File: config.mk
export PLATFORM = sky130hd
export DESIGN_NAME = uart_tx_fifo
export DESIGN_NICKNAME = d
export VERILOG_FILES = /design/src/rtl/uart_tx_fifo.sv
export SDC_FILE = /design/constraint.sdc
export NUM_CORES = 1
export LEC_CHECK = 0
export BUFFER_PORTS_ARGS = -buffer_cell sky130_fd_sc_hd__buf_2
export CAP_MARGIN = 15
export CORE_MARGIN = 2
export CORE_UTILIZATION = 50
export CTS_BUF_LIST = sky130_fd_sc_hd__clkbuf_4 sky130_fd_sc_hd__clkbuf_8
export DETAILED_ROUTE_END_ITERATION = 16
export PLACE_DENSITY = 0.67
export RECOVER_POWER = 100
export SETUP_SLACK_MARGIN = 0.3
export SKIP_LAST_GASP = 1
export SYNTH_ARGS = -nofsm -noshare
export SYNTH_HDL_FRONTEND = slang
export SYNTH_SLANG_ARGS = --single-unit
File: constraint.sdc
create_clock -name clk -period 7.1 [get_ports clk]
set_clock_uncertainty 0.05 [all_clocks]
set_input_delay 0.71 -clock clk [delete_from_list [all_inputs] [get_ports clk]]
set_output_delay 0.71 -clock clk [all_outputs]
set_load 0.005 [all_outputs]
File: src/rtl/uart_tx_fifo.sv
// uart_tx_fifo: 8N1 UART transmitter fed by a small byte FIFO so the host can queue bytes back-to-back.
// Latency: byte written at edge E into an empty FIFO while idle drives the start bit after edge E+1.
// Backpressure: o_TX_Ready (registered) drops when the FIFO is full; i_TX_DV while not ready is dropped.
//
// Ports:
//   clk          system clock, rising edge
//   rst          asynchronous reset, active-low
//   i_TX_DV      write strobe, accepted when o_TX_Ready=1
//   i_TX_Byte    byte to queue, sampled with i_TX_DV
//   o_TX_Ready   FIFO not full
//   o_TX_Active  frame on the line (START through STOP)
//   o_TX_Serial  serial line, idles high
//   o_TX_Done    one-cycle pulse when a stop bit completes
//
// Optional: define UART_TX_PARITY_EN to insert an even parity bit between data and stop (8E1).
module uart_tx_fifo #(
  parameter int CLKS_PER_BIT = 217,
  parameter int FIFO_DEPTH   = 4
) (
  input  logic       clk,
  input  logic       rst,
  input  logic       i_TX_DV,
  input  logic [7:0] i_TX_Byte,
  output logic       o_TX_Ready,
  output logic       o_TX_Active,
  output logic       o_TX_Serial,
  output logic       o_TX_Done
);

  localparam int PTR_W  = $clog2(FIFO_DEPTH);
  localparam int CNT_W  = PTR_W + 1;
  localparam int BAUD_W = $clog2(CLKS_PER_BIT);
  localparam logic [BAUD_W-1:0] BAUD_LAST = BAUD_W'(CLKS_PER_BIT - 1);
  localparam logic [CNT_W-1:0]  CNT_FULL  = CNT_W'(FIFO_DEPTH);

`ifdef UART_TX_PARITY_EN
  typedef enum logic [2:0] {S_IDLE, S_START, S_DATA, S_PARITY, S_STOP} state_t;
`else
  typedef enum logic [1:0] {S_IDLE, S_START, S_DATA, S_STOP} state_t;
`endif

  state_t             state_q;
  logic [BAUD_W-1:0]  baud_q;
  logic [2:0]         bit_idx_q;
  logic [7:0]         shift_q;
  logic               serial_q;
  logic               active_q;
  logic               done_q;

  logic [7:0]         mem_q [FIFO_DEPTH];
  logic [PTR_W-1:0]   wr_ptr_q;
  logic [PTR_W-1:0]   rd_ptr_q;
  logic [CNT_W-1:0]   count_q;
  logic [CNT_W-1:0]   count_d;
  logic               ready_q;

  logic               wr_en;
  logic               pop;
  logic               baud_last;

  assign baud_last = (baud_q == BAUD_LAST);
  assign wr_en     = i_TX_DV & ready_q;

  // The FSM takes the head byte either from IDLE or straight out of the
  // final STOP cycle, which gives zero idle gap between queued frames.
  always_comb begin
    pop = 1'b0;
    if (count_q != '0) begin
      if (state_q == S_IDLE) begin
        pop = 1'b1;
      end else if ((state_q == S_STOP) && baud_last) begin
        pop = 1'b1;
      end
    end
  end

  always_comb begin
    count_d = count_q;
    case ({wr_en, pop})
      2'b10:   count_d = count_q + CNT_W'(1);
      2'b01:   count_d = count_q - CNT_W'(1);
      default: count_d = count_q;
    endcase
  end

  // Storage needs no reset: entries are only read after being written.
  always_ff @(posedge clk) begin
    if (wr_en) begin
      mem_q[wr_ptr_q] <= i_TX_Byte;
    end
  end

  // Ready is registered from the next count, so a write arriving on the
  // same edge as a pop from a full FIFO is still refused.
  always_ff @(posedge clk or negedge rst) begin
    if (!rst) begin
      wr_ptr_q <= '0;
      rd_ptr_q <= '0;
      count_q  <= '0;
      ready_q  <= 1'b1;
    end else begin
      if (wr_en) begin
        wr_ptr_q <= wr_ptr_q + PTR_W'(1);
      end
      if (pop) begin
        rd_ptr_q <= rd_ptr_q + PTR_W'(1);
      end
      count_q <= count_d;
      ready_q <= (count_d != CNT_FULL);
    end
  end

  always_ff @(posedge clk or negedge rst) begin
    if (!rst) begin
      state_q   <= S_IDLE;
      baud_q    <= '0;
      bit_idx_q <= '0;
      shift_q   <= '0;
      serial_q  <= 1'b1;
      active_q  <= 1'b0;
      done_q    <= 1'b0;
    end else begin
      done_q <= 1'b0;
      case (state_q)
        S_IDLE: begin
          serial_q <= 1'b1;
          baud_q   <= '0;
          if (pop) begin
            shift_q  <= mem_q[rd_ptr_q];
            state_q  <= S_START;
            serial_q <= 1'b0;
            active_q <= 1'b1;
          end
        end
        S_START: begin
          if (baud_last) begin
            baud_q    <= '0;
            bit_idx_q <= '0;
            state_q   <= S_DATA;
            serial_q  <= shift_q[0];
          end else begin
            baud_q <= baud_q + BAUD_W'(1);
          end
        end
        S_DATA: begin
          if (baud_last) begin
            baud_q <= '0;
            if (bit_idx_q == 3'd7) begin
`ifdef UART_TX_PARITY_EN
              state_q  <= S_PARITY;
              serial_q <= ^shift_q;
`else
              state_q  <= S_STOP;
              serial_q <= 1'b1;
`endif
            end else begin
              bit_idx_q <= bit_idx_q + 3'd1;
              serial_q  <= shift_q[bit_idx_q + 3'd1];
            end
          end else begin
            baud_q <= baud_q + BAUD_W'(1);
          end
        end
`ifdef UART_TX_PARITY_EN
        S_PARITY: begin
          if (baud_last) begin
            baud_q   <= '0;
            state_q  <= S_STOP;
            serial_q <= 1'b1;
          end else begin
            baud_q <= baud_q + BAUD_W'(1);
          end
        end
`endif
        S_STOP: begin
          if (baud_last) begin
            baud_q <= '0;
            done_q <= 1'b1;
            if (pop) begin
              shift_q  <= mem_q[rd_ptr_q];
              state_q  <= S_START;
              serial_q <= 1'b0;
            end else begin
              state_q  <= S_IDLE;
              serial_q <= 1'b1;
              active_q <= 1'b0;
            end
          end else begin
            baud_q <= baud_q + BAUD_W'(1);
          end
        end
        default: begin
          state_q  <= S_IDLE;
          serial_q <= 1'b1;
          active_q <= 1'b0;
        end
      endcase
    end
  end

  assign o_TX_Ready  = ready_q;
  assign o_TX_Active = active_q;
  assign o_TX_Serial = serial_q;
  assign o_TX_Done   = done_q;

endmodule

# Word-level counts from Yosys, hierarchy flattened
# Memory sizes are Yosys's and may differ from the RTL's.
# Index checks and enable logic that the tools add are counted.
[op_classes]
addsub = 6
n_eq_ne = 15
bitwise_logic = 1
reduce_logical = 11
magnitude_cmp = 1
muxes = 36
[ops]
columns = ["cell", "count"]
rows = [
  ["8-bit one-hot mux with 2 select lines", 2],
  ["8-bit 2-to-1 mux", 3],
  ["1-bit 2-to-1 mux", 17],
  ["2-bit != test, second input constant", 7],
  ["3-bit one-hot mux with 2 select lines", 2],
  ["2-bit 2-to-1 mux", 5],
  ["3-bit 2-to-1 mux", 3],
  ["8-bit by 1-bit adder with 8-bit output, second input constant", 1],
  ["8-bit equality test, second input constant", 1],
  ["2-bit one-hot mux with 4 select lines", 1],
  ["4-bit AND reduction", 2],
  ["3-bit by 1-bit adder with 3-bit output, second input constant", 2],
  ["2-bit equality test, second input constant", 3],
  ["5-bit AND reduction", 1],
  ["2-bit by 1-bit adder with 2-bit output, second input constant", 2],
  ["2-bit by 1-bit equality test with 1-bit output, second input constant", 2],
  ["3-bit by 4-bit less-than comparator with 1-bit output, second input constant", 1],
  ["1-bit one-hot mux with 4 select lines", 1],
  ["2-bit nonzero test", 2],
  ["1-bit binary-select mux with 3-bit select", 1],
  ["3-bit equality test, second input constant", 1],
  ["3-bit != test, second input constant", 1],
  ["3-bit AND reduction", 1],
  ["3-bit nonzero test", 1],
  ["7 further kinds", 7],
]
[totals]
elab_cells = 82
output_inout_bits = 4
input_bits = 11
reg_bits = 32
ramBits = 32
memories = 1
[mem_list]
columns = ["memory", "depth", "word_bits", "rd", "rd_clocked_by_memory_dff", "write_ports", "line_no", "rtl"]
rows = [
  ["mem_q", 4, 8, 1, 0, 1, "50", "logic [7:0] mem_q [FIFO_DEPTH];"],
]

# Longest topological paths before layout
[depth]
ltp_word = 8
ltp_mapped = 12
ltp_nobuf = 12

# Worst setup path after synthesis
# No wires, ideal clock.
[synth_path]
path_type = "register to register"
from = "register baud_q[0]"
to = "register ready_q (netlist: o_TX_Ready)"
period_less_slack_ps = 2441
setup_ps = 82
arrival_ps = 2309
slack_ps = 4659
t_required_ps = 6968
path_stages_with_launch = 13
n_path_buf = 0
cell_sequence = "dfrtp_1 > inv_1 > ha_1 > nand4_1 > nor3_4 > o21a_1 > ha_1 > inv_1 > fa_1 > xor2_1 > nor2_1 > xor2_1 > nand2_1"
[synth_via]
elab_chain_len = 8
word_cells_on_any_way = 9
cone_classes = "eq/ne (4); mux (4); reduce/logical (1)"
[synth_rtl]
columns = ["element", "line_no", "rtl"]
rows = [
  ["start: declaration", "43", "logic [BAUD_W-1:0] baud_q;"],
  ["start signal: assignment", "142", "baud_q <= baud_q + BAUD_W'(1);"],
  ["start signal: assignment", "161", "baud_q <= baud_q + BAUD_W'(1);"],
  ["start signal: assignment", "189", "baud_q <= baud_q + BAUD_W'(1);"],
  ["8-bit equality test (*)", "61", "assign baud_last = (baud_q == BAUD_LAST);"],
  ["1-bit logical AND (*)", "71", "end else if ((state_q == S_STOP) && baud_last) begin"],
  ["1-bit 2-to-1 mux (*)", "71", ""],
  ["1-bit 2-to-1 mux (*)", "69", "if (state_q == S_IDLE) begin"],
  ["1-bit 2-to-1 mux (*)", "68", "if (count_q != '0) begin"],
  ["2-bit by 1-bit equality test with 1-bit output / 2-bit equality test (equally long branches)", "79", "case ({wr_en, pop})"],
  ["3-bit one-hot mux with 2 select lines (*)", "79", ""],
  ["via count_d[2]", "54", "logic [CNT_W-1:0] count_d;"],
  ["3-bit != test (*)", "109", "ready_q <= (count_d != CNT_FULL);"],
  ["end signal: assignment", "109", ""],
  ["end: declaration", "55", "logic ready_q;"],
]
# Mark *: on every way through the listed nets, which the timed path passes. The rest lies on a longest branch.
# A chain may end at the register's enable or synchronous reset.

# Final worst setup path
# Ends and elaborated chain as after synthesis.

==> key figures <==
Worst setup path
  • Worst path bufs/invs: 2
  • Worst path max stage delay: about 0.56 ns
  • CP startpoint kind: register
  • Data required, critical path: 7.31 ns
  • Delay-heaviest family, CP: simple AND/OR/NAND/NOR gates
  • Type of the worst setup path: reg -> reg
  • Crit-path cells: inv_1 > ha_1 > nand4_1 > nor3_1 > o21a_1 > ha_1 > inv_1 > fa_1 > xor2_1 > nor2_1 > xor2_1 > nand2_1
  • Critical Path Slowest Stage Cell: nor3_1
  • Arr. time, crit path: roughly 3.1 ns
  • Crit Path Max Fanout: 6
  • Worst setup EP type: register

Clock tree
  • CTS Buf Count: 9
  • CTS Sinks: between 60 and 70
  • Bufs on Longest Clock Path: 2
  • Worst-path clk slew: ~0.070 ns
  • CTS Hold Buffers Added: 0
  • Post-CTS resize count: 0
  • Skew-Pair Late Insertion Delay: about 0.33 ns
  • Root buf cell: clkbuf_8
  • CTS tree: done
  • Post-CTS Setup Repair Bufs: 0
  • H-tree levels: 3

Place
  • RD Place Congestion: between 0.7 and 0.8
  • HPWL Detailed: 3123 um
  • Port Buffer Count: 14
  • Placed Area: around 3000 um2

STA
  • Tmin final: between 2 and 3 ns
  • Final setup fails: 0
  • Setup TNS: 0 ns
  • Achievable Freq: roughly 0.34 GHz
  • Tcrit/Tclk final: 0.4108
  • RSZ-0062 raised after global routing: false
  • Hold Vio Cnt, Final: 0
  • Relative slew margins: -0.1155
  • Tightest Pin Transition: about 1.7 ns
  • Hold_ws: 0.4500 ns
  • Fin. max-slew vios: 33

Floorplan
  • Row count: 27
  • DIE WIDTH: ~79 um
  • Die Y: ~80 um
  • Initial Util: 0.5169
  • Core Box Area: 5507 um2
  • # IOs: 15
  • Die ar.: ~6300 um2

Finish
  • Post-layout nets: between 200 and 250
  • Syn-to-layout area delta: 10.59%
  • Design area: roughly 3100 um2
  • Ant. Diodes: 0
  • Layout cells sized above 1: 0.1806
  • Fillers: between 400 and 500

GRT
  • Initial antenna violation count: 0
  • Gr usage total: 0.1705
  • Number of global-route vias before repair: about 1700
  • First-pass GRT wire length: 7893 um
  • Largest net degree at the start of global routing: 33
  • Grt ovf: 0

Routing
  • DRT antenna net count: 0
  • Pre-antenna DRT Iters: 6
  • Drc violations: 0
  • Final wirelength: 4477 um
  • DR vias/cell: around 5.5
  • Initial DRC Count: between 100 and 150
  • WL/cell: 15.55 um
  • Via count: roughly 1600

Synth
  • FFs w/ async S/R, synth: 0.5000
  • Area contributors post-synth: edfxtp_1 34%, dfrtp_1 26%, mux4_2 7.9%
  • Mapped Area: roughly 2800 um2
  • EDFF count, synth: 32
  • Ys Warns: 0
  • Post-Syn Area per Cell: around 15 um2
  • Dominant synthesized flop cell: edfxtp_1
  • Cell taking the most area after synthesis: edfxtp_1
  • Flops & latches, synth: 64
  • Sequential element share of the synthesized area: 0.6198
  • Synth top area share: 0.3376
  • Synth unique cells: 40
  • Cells after Synth: 190
  • Syn Nets: ~220

Outcome
  • Failing checks: capacitance limit, slew limit
  • Status: finished, violations left

Run
  • Maxcap violations: 1

Power and ir drop
  • Pwr per Cell Area: 405.8 nW/um2
  • Maximum vdd drop: 0.0001816 V
  • Leak: 1.253 nW

Hold path
  • Hold/Removal Path Class: reg -> reg
-- state kept, by name, indices dropped and copies added, names as in the netlist --
register and cells:
mem_q 32, baud_q 8, shift_q 8, bit_idx_q 3
count_q 3, rd_ptr_q 2, state_q 2, wr_ptr_q 2
o_TX_Active 1, o_TX_Done 1, o_TX_Ready 1, o_TX_Serial 1
-- synthesized netlist by cell type (all sizes together), types with 2 or more instances --
cell type   n
nor2       14
o211ai      2
xor2        8
mux2        9
ha         14
mux4       10
nor3        3
o21a        2
a21oi       2
a22oi       2
dfrtp      30
o21ai       3
edfxtp     32
buf         3
nand2       4
nand3       6
dfstp       2
and3        6
xnor2       4
o2bb2ai     3
inv        14
-- worst paths after layout --
path | from | end | slack, ns | depth (start not counted)
setup / recovery | baud_q[0] | o_TX_Ready | 4.18 | 12
hold / removal | shift_q[6] | shift_q[6] | 0.45 | 1
setup reg to reg | baud_q[0] | o_TX_Ready | 4.18 | 12
hold reg to reg | shift_q[6] | shift_q[6] | 0.45 | 1
max in group asynchronous | rst | shift_q[6] | 5.28 | 1
min in group asynchronous | rst | baud_q[1] | 0.75 | 1
-- layout make-up --
cell class	instances	area (um2)	share of cell area
flip-flops and latches	64	1764	0.5604
inverters	14	52.55	0.01669
clock buffers	11	138.9	0.04412
repair buffers	14	57.56	0.01828
clock inverters	5	48.80	0.01550
multi-input cells	108	996.0	0.3164
well taps	72	90.09	0.02862
-- kinds of logic (layout without fill, tap and decap cells) --
logic type | Yosys count | in the layout | synth area share
DFF | 64 | 64 | 0.6198
and+or+nand+nor | 39 | 39 | 0.07210
AOI/OAI and AO/OA | 22 | 22 | 0.05802
muxes | 20 | 20 | 0.1182
buffers and inverters | 18 | 44 | 0.02637
adders and majority gates | 15 | 15 | 0.06857
xor gates and xnor gates | 12 | 12 | 0.03692
-- through the flow --
step | total power [mW] | worst slack, ns | instances | utilization
after floorplan | 0.9061 | 4.659 | 190 | -
after global routing | 1.375 | 3.914 | 288 | 0.5717
after CTS | 1.301 | 4.387 | 288 | 0.5760
final | 1.277 | 4.183 | 288 | 0.5717
after detailed placement | 0.9986 | 4.433 | 272 | 0.5419
after global placement | 0.9762 | 4.526 | 272 | 0.5419
-- cells in the final DEF (no fill, tap or decap), types with 2 or more instances in the layout --
cell type  count
buf_2          4
nor3_1         3
nand3_1        6
clkbuf_1      10
edfxtp_1      32
a22oi_1        2
nor2_1        14
clkinv_2       3
dfrtp_1       30
xnor2_1        4
o21ai_0        3
a21oi_1        2
o2bb2ai_1      3
xor2_1         8
mux4_2        10
and3_1         6
o211ai_1       2
clkbuf_8       9
mux2_2         9
clkbuf_4       2
ha_1          14
nand2_1        4
o21a_1         2
dfstp_1        2
inv_1         14
-- report_power, final --
part | switching, mW | total, mW | internal, mW
sequential | 0.0855 | 0.589 | 0.503
clock | 0.128 | 0.295 | 0.167
combinational | 0.194 | 0.394 | 0.200
-- metal layers --
metal  track usage  share of wire  routed length, um  up-vias
met5             0              0                  0        -
met2        0.2739           0.50               2255       39
li1              -              -                  -      746
met4       0.09828          0.016                 72        0
met1        0.2137           0.44               1987      792
met3       0.03733          0.036                163        6
-- worst reg2reg max path, cell delays in order (launching register included) --
cell and delay, ns:
dfrtp_1 0.43, inv_1 0.08, ha_1 0.13, nand4_1 0.16, nor3_1 0.56, o21a_1 0.24, ha_1 0.19, inv_1 0.06
fa_1 0.37, xor2_1 0.16, nor2_1 0.11, xor2_1 0.21, nand2_1 0.08
No activity file was read; power rests on OpenSTA's default activity.
